===== config.mk =====
export PLATFORM = sky130hd
export DESIGN_NAME = hs_sync_rx
export DESIGN_NICKNAME = d
export VERILOG_FILES = /design/src/rtl/hs_sync_pkg.sv /design/src/rtl/sync_ff_chain.sv /design/src/rtl/hs_sync_rx.sv
export SDC_FILE = /design/constraint.sdc
export NUM_CORES = 1
export LEC_CHECK = 0
export CAP_MARGIN = 10
export CORE_AREA = 2 2 39 41
export DETAILED_ROUTE_END_ITERATION = 10
export DIE_AREA = 0 0 41 43
export PLACE_DENSITY_LB_ADDON = 0.25
export SLEW_MARGIN = 20
export SYNTH_ARGS = -nofsm -noshare
export SYNTH_HDL_FRONTEND = slang
export SYNTH_HIERARCHICAL = 1
export SYNTH_SLANG_ARGS = --single-unit

===== constraint.sdc =====
create_clock -name clk_b -period 2.3 [get_ports clk_b]
set_input_delay 0.46 -clock clk_b [delete_from_list [all_inputs] [get_ports clk_b]]
set_output_delay 0.46 -clock clk_b [all_outputs]
set_load 0.02 [all_outputs]

===== src/rtl/hs_sync_pkg.sv =====
// Shared definitions for the four-phase req/ack clock-domain-crossing handshake.
package hs_sync_pkg;

    // Fewest flops a request synchroniser may have.
    localparam int unsigned HS_MIN_SYNC_STAGES = 2;

    // Receive-side handshake state.
    typedef enum logic [1:0] {
        ST_IDLE  = 2'd0,
        ST_VALID = 2'd1,
        ST_ACK   = 2'd2
    } hs_state_e;

endpackage : hs_sync_pkg


===== src/rtl/sync_ff_chain.sv =====
// Multi-flop single-bit synchroniser with asynchronous active-low reset.
module sync_ff_chain #(
    parameter int unsigned STAGES = 2
) (
    input  logic clk,
    input  logic rst_n,
    input  logic d,
    output logic q
);

    logic [STAGES-1:0] chain;

    // Shift the asynchronous input through the flop chain.
    always_ff @(posedge clk or negedge rst_n) begin
        if (!rst_n) begin
            chain <= '0;
        end else begin
            chain <= {chain[STAGES-2:0], d};
        end
    end

    assign q = chain[STAGES-1];

endmodule : sync_ff_chain


===== src/rtl/hs_sync_rx.sv =====
// Receive side of the four-phase req/ack CDC handshake: synchronises req_a,
// captures data_a, hands it out over valid/ready, then returns ack_b.
// Optional build macro HS_RX_PARITY_EN adds par_a / sticky par_err.
module hs_sync_rx
    import hs_sync_pkg::*;
#(
    parameter int unsigned DATA_W      = 8,
    parameter int unsigned SYNC_STAGES = 2
) (
    input  logic              clk_b,
    input  logic              rst_b_n,
    input  logic              req_a,
    input  logic [DATA_W-1:0] data_a,
    input  logic              out_ready,
`ifdef HS_RX_PARITY_EN
    input  logic              par_a,
    output logic              par_err,
`endif
    output logic              ack_b,
    output logic [DATA_W-1:0] out_data,
    output logic              out_valid
);

    // Refuse to elaborate with a synchroniser too short to be safe.
    if (SYNC_STAGES < HS_MIN_SYNC_STAGES) begin : g_bad_stages
        $error("hs_sync_rx: SYNC_STAGES must be at least %0d", HS_MIN_SYNC_STAGES);
    end

    hs_state_e state;
    logic      req_s;

    // req_s is the only consumer of req_a in this block.
    sync_ff_chain #(
        .STAGES (SYNC_STAGES)
    ) u_req_sync (
        .clk   (clk_b),
        .rst_n (rst_b_n),
        .d     (req_a),
        .q     (req_s)
    );

    // Handshake FSM; data_a is sampled only on the capture edge out of IDLE.
    always_ff @(posedge clk_b or negedge rst_b_n) begin
        if (!rst_b_n) begin
            state     <= ST_IDLE;
            ack_b     <= 1'b0;
            out_valid <= 1'b0;
            out_data  <= '0;
        end else begin
            case (state)
                ST_IDLE: begin
                    if (req_s) begin
                        out_data  <= data_a;
                        out_valid <= 1'b1;
                        state     <= ST_VALID;
                    end
                end
                ST_VALID: begin
                    if (out_valid && out_ready) begin
                        out_valid <= 1'b0;
                        ack_b     <= 1'b1;
                        state     <= ST_ACK;
                    end
                end
                ST_ACK: begin
                    // An early req_a fall lands here with req_s already low,
                    // so ack_b pulses for a single cycle.
                    if (!req_s) begin
                        ack_b <= 1'b0;
                        state <= ST_IDLE;
                    end
                end
                default: begin
                    state     <= ST_IDLE;
                    ack_b     <= 1'b0;
                    out_valid <= 1'b0;
                end
            endcase
        end
    end

`ifdef HS_RX_PARITY_EN
    logic capture;
    assign capture = (state == ST_IDLE) && req_s;

    // Sticky even-parity check of the word on its capture edge.
    always_ff @(posedge clk_b or negedge rst_b_n) begin
        if (!rst_b_n) begin
            par_err <= 1'b0;
        end else if (capture && (^{data_a, par_a})) begin
            par_err <= 1'b1;
        end
    end
`endif

endmodule : hs_sync_rx

# Word-level counts from Yosys, hierarchy flattened
# Index checks and enable logic that the tools add are counted.
[word_totals]
regBits = 14
latchBits = 0
mem_bits_rw = 0
romBits = 0
memories = 0
[classes]
n_addsub = 0
multipliers = 0
div = 0
n_lt_le_gt_ge = 0
n_eq_ne = 5
n_shift = 0
muxes = 10
bitwise_logic = 2
n_reduce_logical = 6
[op_table]
columns = ["cell", "n"]
rows = [
  ["$reduce_and 3->1", 3],
  ["$mux 2", 3],
  ["$pmux 1 s3", 2],
  ["$pmux 2 s3", 1],
  ["$mux 1", 4],
  ["$ne 2x2->1 const B", 2],
  ["$eq 2x1->1 const B", 1],
  ["$eq 2x2->1 const B", 1],
  ["$logic_not 2->1", 1],
  ["$ne 2x1->1 const B", 1],
  ["$not 1->1", 2],
  ["$reduce_and 2->1", 1],
  ["$logic_and 1x1->1", 1],
]

# Depth between registers and ports, before layout
# Gate-level depths: netlist (run 1).
[depth]
word_depth = 3
depth_mapped = 4
ltp_nobuf = 3

# Modules after synthesis
# Netlist (run 1), hierarchy kept.
[modules_own_cells]
columns = ["module", "instances", "cells_each", "area_each_um2", "seq_area_each_um2"]
rows = [
  ["hs_sync_rx", 1, 33, 500.5, 300.3],
  ["sync_ff_chain", 1, 2, 50.0, 50.0],
]

# Least setup slack after synthesis (run 1)
# No wires, ideal clock.
[synth_path]
kind = "register to register"
start = "register state[0]"
end = "register out_data[0]"
setup_time_ns = 0.125
arrival_time_ns = 1.087
required_ns = 2.175
path_slack_ns = 1.088
stages_incl_launch_ff = 5
n_path_buf = 1
path_cell_list = "dfrtp_1 nor2b_1 and2_1 buf_6 mux2_4"
[synth_via]
elab_chain_cells = 2
[synth_lines]
columns = ["element", "line", "text"]
rows = [
  ["start: declaration", "hs_sync_rx.sv:29", "hs_state_e state;"],
  ["start signal: assignment", "hs_sync_rx.sv:45", "state <= ST_IDLE;"],
  ["start signal: assignment", "hs_sync_rx.sv:55", "state <= ST_VALID;"],
  ["start signal: assignment", "hs_sync_rx.sv:62", "state <= ST_ACK;"],
  ["$logic_not 2->1", "hs_sync_rx.sv:50", "case (state)"],
  ["$reduce_and 2->1 (no source line)", "n/a", ""],
  ["end signal: assignment", "hs_sync_rx.sv:53", "out_data <= data_a;"],
  ["end: declaration", "hs_sync_rx.sv:20", "output logic [DATA_W-1:0] out_data,"],
]
# No other way between the ends.
# A chain may end at the register's enable or synchronous reset.

# Final worst setup path (run 1)
[layout_path]
start = "register out_valid"
end = "output out_valid"
[layout_rtl]
columns = ["element", "line", "text"]
rows = [
  ["start: declaration", "hs_sync_rx.sv:21", "output logic out_valid"],
  ["start signal: assignment", "hs_sync_rx.sv:47", "out_valid <= 1'b0;"],
  ["start signal: assignment", "hs_sync_rx.sv:54", "out_valid <= 1'b1;"],
  ["start signal: assignment", "hs_sync_rx.sv:60", "out_valid <= 1'b0;"],
]
# No word-level cell between the ends.

==> results of run 1 <==
==> metal layers <==
layer	global-route usage, %	up-vias	wire [microns]	share of wire (%)
met5	0	-	0	0
met4	10.00	0	0	0
met3	6.283	0	62	6.6
met2	17.19	14	448	48
met1	19.24	172	431	46
li1	-	170	-	-
==> cell families after synthesis <==
kind of cell,after synthesis
muxes,8
and+or+nand+nor,4
DFF,14
AOI/OAI and AO/OA,6
buffers and inverters,3
==> metrics by stage <==
| step | utilization [%] | total power [W] |
|---|---|---|
| finish | 58.23 | 0.001131 |
| global route | 58.23 | 0.001210 |
| CTS | 58.23 | 0.001151 |
| detailed placement | 55.61 | 0.0009669 |
| global placement | 55.61 | 0.0009583 |
| floorplan | - | 0.0007399 |
==> final cells by class <==
class	instances	area [sq um]	share of cell area [%]
inverters	2	7.507	0.9317
repair buffers	21	210.2	26.09
flip-flops and latches	14	350.3	43.48
clock buffers	4	36.28	4.503
multi-input cells	18	181.4	22.52
well taps	16	20.02	2.484
==> registers in the layout, summed over array words and instances (netlist names) <==
register and cells:
out_data 8, state 2, u_req_sync/chain 2, ack_b 1, out_valid 1
==> cells in the final DEF, fill, tap and decap left out <==
| cell type | synthesis | final |
|---|---|---|
| clkdlybuf4s50_1 | 0 | 21 |
| dfrtp_1 | 14 | 14 |
| mux2_4 | 8 | 8 |
| clkbuf_4 | 0 | 3 |
| o21ai_0 | 2 | 2 |
| inv_2 | 1 | 1 |
| nor2b_1 | 1 | 1 |
| and2_1 | 1 | 1 |
| inv_1 | 1 | 1 |
| a21oi_1 | 1 | 1 |
| o32ai_1 | 1 | 1 |
| nand3_1 | 1 | 1 |
| nand2_1 | 1 | 1 |
| o22ai_1 | 1 | 1 |
| o211a_1 | 1 | 1 |
| clkbuf_8 | 0 | 1 |
==> power breakdown <==
part / internal [W] / total (W) / switching (W)
clock network: 0.0000962 / 0.000176 / 0.0000798
registers: 0.000353 / 0.000424 / 0.0000712
logic: 0.000311 / 0.000531 / 0.000220
==> synthesized netlist by cell type <==
library cell,count,share of area (%)
dfrtp_1,14,64
mux2_4,8,22
o21ai_0,2,1.8
a21oi_1,1,0.91
and2_1,1,1.1
buf_6,1,2.0
inv_1,1,0.68
inv_2,1,0.68
nand2_1,1,0.68
nand3_1,1,0.91
nor2b_1,1,1.1
o211a_1,1,1.8
o22ai_1,1,1.1
o32ai_1,1,1.6
==> path summary, 6_finish.rpt <==
path / endpoint / cells after the start / startpoint / slack (ps)
setup / recovery: out_valid / 1 / out_valid / 560
hold / removal: u_req_sync/chain[1] / 0 / u_req_sync/chain[0] / 350
setup reg to reg: out_data[3] / 3 / state[0] / 830
hold reg to reg: u_req_sync/chain[1] / 0 / u_req_sync/chain[0] / 350
max in group asynchronous: out_data[0] / 1 / rst_b_n / 1360
min in group asynchronous: ack_b / 1 / rst_b_n / 550
==> metrics, run 1 <==
reported leakage power 0.3522 nW; first-pass GRT wire length 1566 microns; die area 1763 sq um; CP required 1840 ps; Inst Count DP 71; final worst slack 561.6 ps; IO buf count 21; Gate Count Post-Synth 35; DRC violations left 0; TritonCTS clock tree yes; Num CTS Buffers 3; wire per inst 12.56 microns; Synthesized Nets 47; hold slack 354.9 ps; syn_area_per_cell 15.73 sq um; DRT iter0 DRCs 3; synthesized cell area 550.5 sq um; mux cell area share after synthesis 21.82%; critical path arrival 1280 ps; Clock Skews 5.623 ps; post-synthesis sequential area ratio 63.64%; GRT overflow 0; crit path cell chain clkdlybuf4s50_1; FF+latch count, synth 14; Synth Area in Adders 0%; Max transition margin 59.95%; Worst path max stage delay 610 ps; Worst VDD drop 0.7087 mV; MaxCap Viol Count 0; slowest CP cell clkdlybuf4s50_1; number of global-route vias before repair 339; worst slew pin tran 598.9 ps; vias per cell 4.747; WS Path Type flip-flop to output pin; Final Hold Viols 0; ant diodes 0; fmax 575.2 MHz; Max FO, Critical Path 4; Final Max Slew Viols 0; Setup Viol. Count Final 0; root buf cell clkbuf_4; post-synthesis compound-gate area fraction 7.273%; # resized after CTS 0; Filler Cells Inserted 117; Post-CTS Repair Setup Buffers 0; remaining antenna violation count 0; Setup TNS Final 0 ps; share of cells above drive strength 1 22.03%; I/O pin cnt 22; Yosys cell types 14; Synth warnings 6; worst hold path class flip-flop to flip-flop; critical path launch point type flip-flop; CP Buf/Inv Count 1; Clk pin slew, worst setup/hold paths 90 ps; GRT Total Usage 14.14%; CTS Buffer Depth 2; DP HPWL 699.6 microns; nets@finish 72; Hold-fix buffers, CTS 0; Post-Place Setup Slack 810.8 ps; Initial Utilization 39.78%; outcome completed; Final Cell Area 805.8 sq um; fin crit period 1738 ps; Die Height 43 microns; maximum number of pins on one net before global-route repair 15; antenna violations before repair 0; area grow syn2layout 46.36%; Clock Latency Late Sink 280 ps; H-tree Lvls 1; power per cell area 1404 nW/um^2; # clock sinks 14; Core ar. 1384 sq um; Synth Area in Simple Gates 3.864%; DR vias 356; gpl congestion 0.5817; delay-heaviest family, CP buffers and inverters; Final period util 75.58%; Non-Filler Instances 75; WL final 942 microns; RSZ-0062 raised after global routing false; main combinational cell family by area after synthesis multiplexers; Post-Synth XOR/XNOR Area 0%; endpoint class of the critical path output pin; 1st-pass router iterations 2; Die X 41 microns; Cell Rows 14; Cell Area, Placed 769.5 sq um
Note: power is estimated with default switching activity, not from simulation.
==> run 2, diff against run 1 <==
--- a/config.mk
+++ b/config.mk
@@ -6,9 +6,8 @@
 export NUM_CORES = 1
 export LEC_CHECK = 0
 export CAP_MARGIN = 10
-export CORE_AREA = 2 2 39 41
+export CORE_UTILIZATION = 36
 export DETAILED_ROUTE_END_ITERATION = 10
-export DIE_AREA = 0 0 41 43
 export PLACE_DENSITY_LB_ADDON = 0.25
 export SLEW_MARGIN = 20
 export SYNTH_ARGS = -nofsm -noshare
==> constraint.sdc (replaced) <==
create_clock -name clk_b -period 1.5 [get_ports clk_b]
set_input_delay 0.3 -clock clk_b [delete_from_list [all_inputs] [get_ports clk_b]]
set_output_delay 0.3 -clock clk_b [all_outputs]
set_load 0.02 [all_outputs]
==> run 2 against run 1 <==
Combinational power is 42% higher. Flip-flop and latch count unchanged. Largest cell class unchanged. Total power increased by 41%.
==> metrics, run 2 (synthesis results as in run 1) <==
R2R setup slack 200 ps (-630 ps); most frequent cells in the layout 14 x dfrtp_1, 11 x clkdlybuf4s50_1, 10 x dlygate4sd2_1, 8 x mux2_4, 3 x clkbuf_4; Num CTS Buffers 3 (unchanged); vias per cell 5.000 (+5.3%); die area 1690 sq um (-4.2%); Die X 41.11 microns (+0.26%); share of cells above drive strength 1 23.33% (+1.3 points); crit path cell chain dlygate4sd2_1; WS Path Type flip-flop to output pin; # resized after CTS 10 (+10); critical path depth 1 (unchanged); Worst VDD drop 0.8140 mV (+15%); Die Height 41.11 microns (-4.4%); Clock Latency Late Sink 270 ps (about the same); critical path arrival 1010 ps (-270 ps); P_sw 0.0005536 W (+49%); Logic pwr share 47.1% (+0.2 points); first-pass GRT wire length 1317 microns (-16%); Flop pwr share 40.5% (+3.0 points); power per cell area 1982 nW/um^2 (+41%); antenna violations before repair 0 (unchanged); Final period util 87.08%; Clk pin slew, worst setup/hold paths 80 ps (about the same); DRT iter0 DRCs 11 (+8); 1st-pass router iterations 4 (+2); Final Max Slew Viols 0 (unchanged); Cell Rows 13 (-1); DRC violations left 0 (unchanged); slowest CP cell dfrtp_1; Clk pwr share 12.4% (-3.2 points); Max transition margin 85.80% (+26 points); Setup Viol. Count Final 0 (unchanged); nets@finish 74 (+2.8%); Setup TNS Final 0 ps (unchanged); Hold-fix buffers, CTS 0 (unchanged); wire per inst 11.83 microns (-5.8%); delay-heaviest family, CP flip-flops; worst hold path class input port to async pin; ant diodes 0 (unchanged); Regs by FF count out_data: 8 flops, state: 2 flops, u_req_sync/chain: 2 flops; Post-CTS Repair Setup Buffers 0 (unchanged); WL final 887 microns (-5.8%); Max FO, Critical Path 4 (unchanged); total power 0.001597 W (+41%); worst slew pin tran 212.3 ps (-386.6 ps); Clock Skews 2.314 ps (-3.309 ps); Core ar. 1366 sq um (-1.3%); root buf cell clkbuf_4; Filler Cells Inserted 135 (+15%); # clock sinks 14 (unchanged); reported leakage power 0.3741 nW (+6.2%); endpoint class of the critical path output pin; H-tree Lvls 1 (unchanged); area grow syn2layout 46.36% (unchanged); CP Buf/Inv Count 1 (unchanged); Initial Utilization 40.29% (+0.51 points); Power Internal 0.001043 W (+37%); DP HPWL 662.5 microns (-5.3%); R2R Path Start state[0]; remaining antenna violation count 0 (unchanged); DR vias 375 (+5.3%); most common cell after layout, fill and taps aside dfrtp_1; outcome completed; max reg flops 8 (unchanged); Sw Share 34.67% (+1.9 points); GRT overflow 0 (unchanged); GRT Total Usage 12.86% (-1.3 points); Biggest register out_data; CP required 1200 ps (-640 ps); MaxCap Viol Count 0 (unchanged); CTS Buffer Depth 2 (unchanged); maximum number of pins on one net before global-route repair 15 (unchanged); reg2reg path depth 4 (+1); fin crit period 1306 ps; Final Hold Viols 0 (unchanged); I/O pin cnt 22 (unchanged); gpl congestion 0.5805 (-0.21%); fmax 765.6 MHz; Worst path max stage delay 410 ps (-200 ps); Worst Setup SP out_valid; TritonCTS clock tree yes; number of global-route vias before repair 333 (-1.8%); RSZ-0062 raised after global routing false; critical path launch point type flip-flop; IO buf count 21 (unchanged)
## run 2: cell count changes in the layout (fill, tap and decap cells not counted)
cell / previous run / this run
dlygate4sd2_1: 0 / 10
buf_4: 0 / 1
buf_12: 0 / 1
clkbuf_8: 1 / 0
clkdlybuf4s50_1: 21 / 11
## run 2: path summary, 6_finish.rpt
path,to
max reg2reg,out_data[5]
max in group asynchronous,out_data[0]
min in group clk_b,u_req_sync/chain[1]
min reg2reg,u_req_sync/chain[1]
max,out_valid
min,out_valid
## run 2: power by group through the flow
| stage | combinational [W] | sequential, W | clock (W) |
|---|---|---|---|
| after floorplan | 0.000317 | 0.000818 | 0 |
| after global placement | 0.000844 | 0.000659 | 0 |
| after detailed placement | 0.000859 | 0.000654 | 0 |
| after CTS | 0.000763 | 0.000646 | 0.000206 |
| after global routing | 0.000815 | 0.000665 | 0.000224 |
| final | 0.000752 | 0.000647 | 0.000198 |
## run 2: routing by layer
| layer | GRT usage (%) | up-vias | part of all wire, % |
|---|---|---|---|
| li1 | - | 174 | - |
| met1 | 18.21 | 178 | 48 |
| met2 | 15.23 | 23 | 44 |
| met3 | 4.891 | 0 | 8.0 |
| met4 | 9.677 | 0 | 0 |
| met5 | 0 | - | 0 |
## run 2: area by class of cell
type                            instances  area, sq um  area share (%)
Sequential cell                        14        350.3           43.48
Multi-Input combinational cell         18        181.4           22.52
Tap cell                               15        18.77           2.329
Inverter                                2        7.507          0.9317
Clock buffer                            3        22.52           2.795
Timing Repair Buffer                   23        225.2           27.95
## run 2: metrics by stage
| step | hold WS (ps) | setup WS, ps | instance area (sq um) | cells | util (%) |
|---|---|---|---|---|---|
| 3_3_place_gp | 332.8 | 218.9 | 795.8 | 72 | 58.24 |
| 3_5_place_dp | 341.9 | 215.5 | 795.8 | 72 | 58.24 |
| 2_1_floorplan | 4.409 | 287.7 | 550.5 | 35 | - |
| 5_1_grt | 356.0 | 128.6 | 805.8 | 75 | 58.97 |
| 6_report | 341.4 | 193.8 | 805.8 | 75 | 58.97 |
| 4_1_cts | 351.1 | 185.1 | 805.8 | 75 | 58.97 |
==> run 3, diff against run 2 <==
--- a/config.mk
+++ b/config.mk
@@ -8,6 +8,7 @@
 export CAP_MARGIN = 10
 export CORE_UTILIZATION = 36
 export DETAILED_ROUTE_END_ITERATION = 10
+export GPL_TIMING_DRIVEN = 0
 export PLACE_DENSITY_LB_ADDON = 0.25
 export SLEW_MARGIN = 20
 export SYNTH_ARGS = -nofsm -noshare
==> run 3 against run 2 <==
Clock power grew 34%. Non-clock buffer count is 1 lower. Sequential power down 0.6%. Global-route usage fell by 0.82 points. Register-to-register slack improved by 20 ps. Total power is 2.6% higher. Flip-flop and latch count unchanged. Die area did not move.
==> metrics, run 3 (synthesis results as in run 1) <==
die area 1690 sq um (unchanged); critical path arrival 1010 ps (about the same); WS Path Type flip-flop to output pin; # resized after CTS 10 (unchanged); slowest CP cell dfrtp_1; Hold-fix buffers, CTS 0 (unchanged); critical path launch point type flip-flop; GRT overflow 0 (unchanged); delay-heaviest family, CP flip-flops; Final Max Slew Viols 0 (unchanged); share of cells above drive strength 1 23.33% (unchanged); RSZ-0062 raised after global routing false; Final period util 87.61% (+0.53 points); power per cell area 2039 nW/um^2 (+2.9%); outcome completed; Layout Utilization 58.79% (-0.18 points); reported leakage power 0.3740 nW (about the same); most frequent cells in the layout 14 x dfrtp_1, 11 x clkdlybuf4s50_1, 10 x dlygate4sd2_1, 8 x mux2_4, 3 x clkbuf_4; fmax 760.9 MHz (-0.60%); WL final 873 microns (-1.6%); Worst VDD drop 0.9816 mV (+21%); worst slew pin tran 613.9 ps (+401.6 ps); cell depth of the worst hold path 0; R2R setup slack 220 ps (+20 ps); first-pass GRT wire length 1235 microns (-6.2%); Post-CTS Repair Setup Buffers 0 (unchanged); Regs by FF count out_data: 8 flops, state: 2 flops, u_req_sync/chain: 2 flops; Clk pin slew, worst setup/hold paths 80 ps (about the same); # clock sinks 14 (unchanged); Die X 41.11 microns (unchanged); Core ar. 1366 sq um (unchanged); area grow syn2layout 45.91%; remaining antenna violation count 0 (unchanged); hold slack 353.9 ps (+12.54 ps); TritonCTS clock tree yes; Max FO, Critical Path 4 (unchanged); root buf cell clkbuf_4; reg2reg path depth 4 (unchanged); Worst path max stage delay 410 ps (about the same); Biggest register out_data; Max transition margin 58.95% (-27 points); Setup TNS Final 0 ps (unchanged); gpl congestion 0.5884 (+1.4%); Die Height 41.11 microns (unchanged); DRC violations left 0 (unchanged); DP HPWL 598.3 microns (-9.7%); Num CTS Buffers 3 (unchanged); endpoint class of the critical path output pin; R2R Path End out_data[5]; 1st-pass router iterations 2 (-2); most common cell after layout, fill and taps aside dfrtp_1; wire per inst 11.64 microns (-1.6%); fin crit period 1314 ps (+7.923 ps); max reg flops 8 (unchanged); Min-Delay Startpoint u_req_sync/chain[0]; worst hold path class flip-flop to flip-flop; I/O pin cnt 22 (unchanged); Setup Viol. Count Final 0 (unchanged); Hold Path Sink u_req_sync/chain[1]; DRT iter0 DRCs 1 (-10); crit path cell chain dlygate4sd2_1; Clock Skews 2.535 ps (+0.2208 ps); CP Buf/Inv Count 1 (unchanged); number of global-route vias before repair 279 (-16%); Clock Latency Late Sink 270 ps (about the same); maximum number of pins on one net before global-route repair 15 (unchanged); Cell Rows 13 (unchanged); H-tree Lvls 1 (unchanged); Initial Utilization 40.29% (unchanged); ant diodes 0 (unchanged); vias per cell 4.800 (-4.0%); Final Hold Viols 0 (unchanged); CTS Buffer Depth 2 (unchanged); MaxCap Viol Count 0 (unchanged); DR vias 360 (-4.0%); Filler Cells Inserted 135 (unchanged); GRT Total Usage 12.03% (-0.82 points); R2R Path Start state[0]; nets@finish 73 (-1.4%); CP required 1200 ps (about the same); IO buf count 21 (unchanged); critical path depth 1 (unchanged); antenna violations before repair 0 (unchanged)
## run 3: final cells by class
cell class / instances / area, sq um / share of cell area, %
multi-input combinational: 18 / 181.4 / 22.59
buffer: 1 / 11.26 / 1.402
tap: 15 / 18.77 / 2.336
clock buffer: 4 / 36.28 / 4.517
timing repair buffer: 21 / 197.7 / 24.61
inverter: 2 / 7.507 / 0.9346
sequential: 14 / 350.3 / 43.61
## run 3: worst max path at each step
stage	from	end	slack, ps
2_1_floorplan	state[0]	out_data[0]	290
3_3_place_gp	out_valid	out_valid	220
3_5_place_dp	out_valid	out_valid	210
4_1_cts	out_valid	out_valid	170
5_1_grt	out_valid	out_valid	110
6_report	out_valid	out_valid	190
## run 3: per-layer routing
| metal | vias to the layer above | GRT usage (%) | part of all wire, % |
|---|---|---|---|
| li1 | 174 | - | - |
| met1 | 169 | 18.09 | 52 |
| met2 | 17 | 13.67 | 40 |
| met3 | 0 | 4.891 | 7.3 |
| met4 | 0 | 7.258 | 0 |
| met5 | - | 0 | 0 |
## run 3: through the flow
stage / total power, W / worst slack, ps / cell area, sq um / std cells
2_1_floorplan: 0.001135 / 287.7 / 550.5 / 35
3_3_place_gp: 0.001483 / 223.1 / 779.5 / 71
3_5_place_dp: 0.001486 / 213.0 / 779.5 / 71
4_1_cts: 0.001662 / 174.4 / 803.3 / 75
5_1_grt: 0.001750 / 114.4 / 803.3 / 75
6_report: 0.001638 / 185.8 / 803.3 / 75
## run 3: power breakdown
| group | total [W] | internal [W] | switching (W) | leakage (nW) |
|---|---|---|---|---|
| Clock | 0.000266 | 0.000147 | 0.000118 | 0.0210 |
| Combinational | 0.000729 | 0.000392 | 0.000337 | 0.187 |
| Sequential | 0.000643 | 0.000541 | 0.000101 | 0.166 |
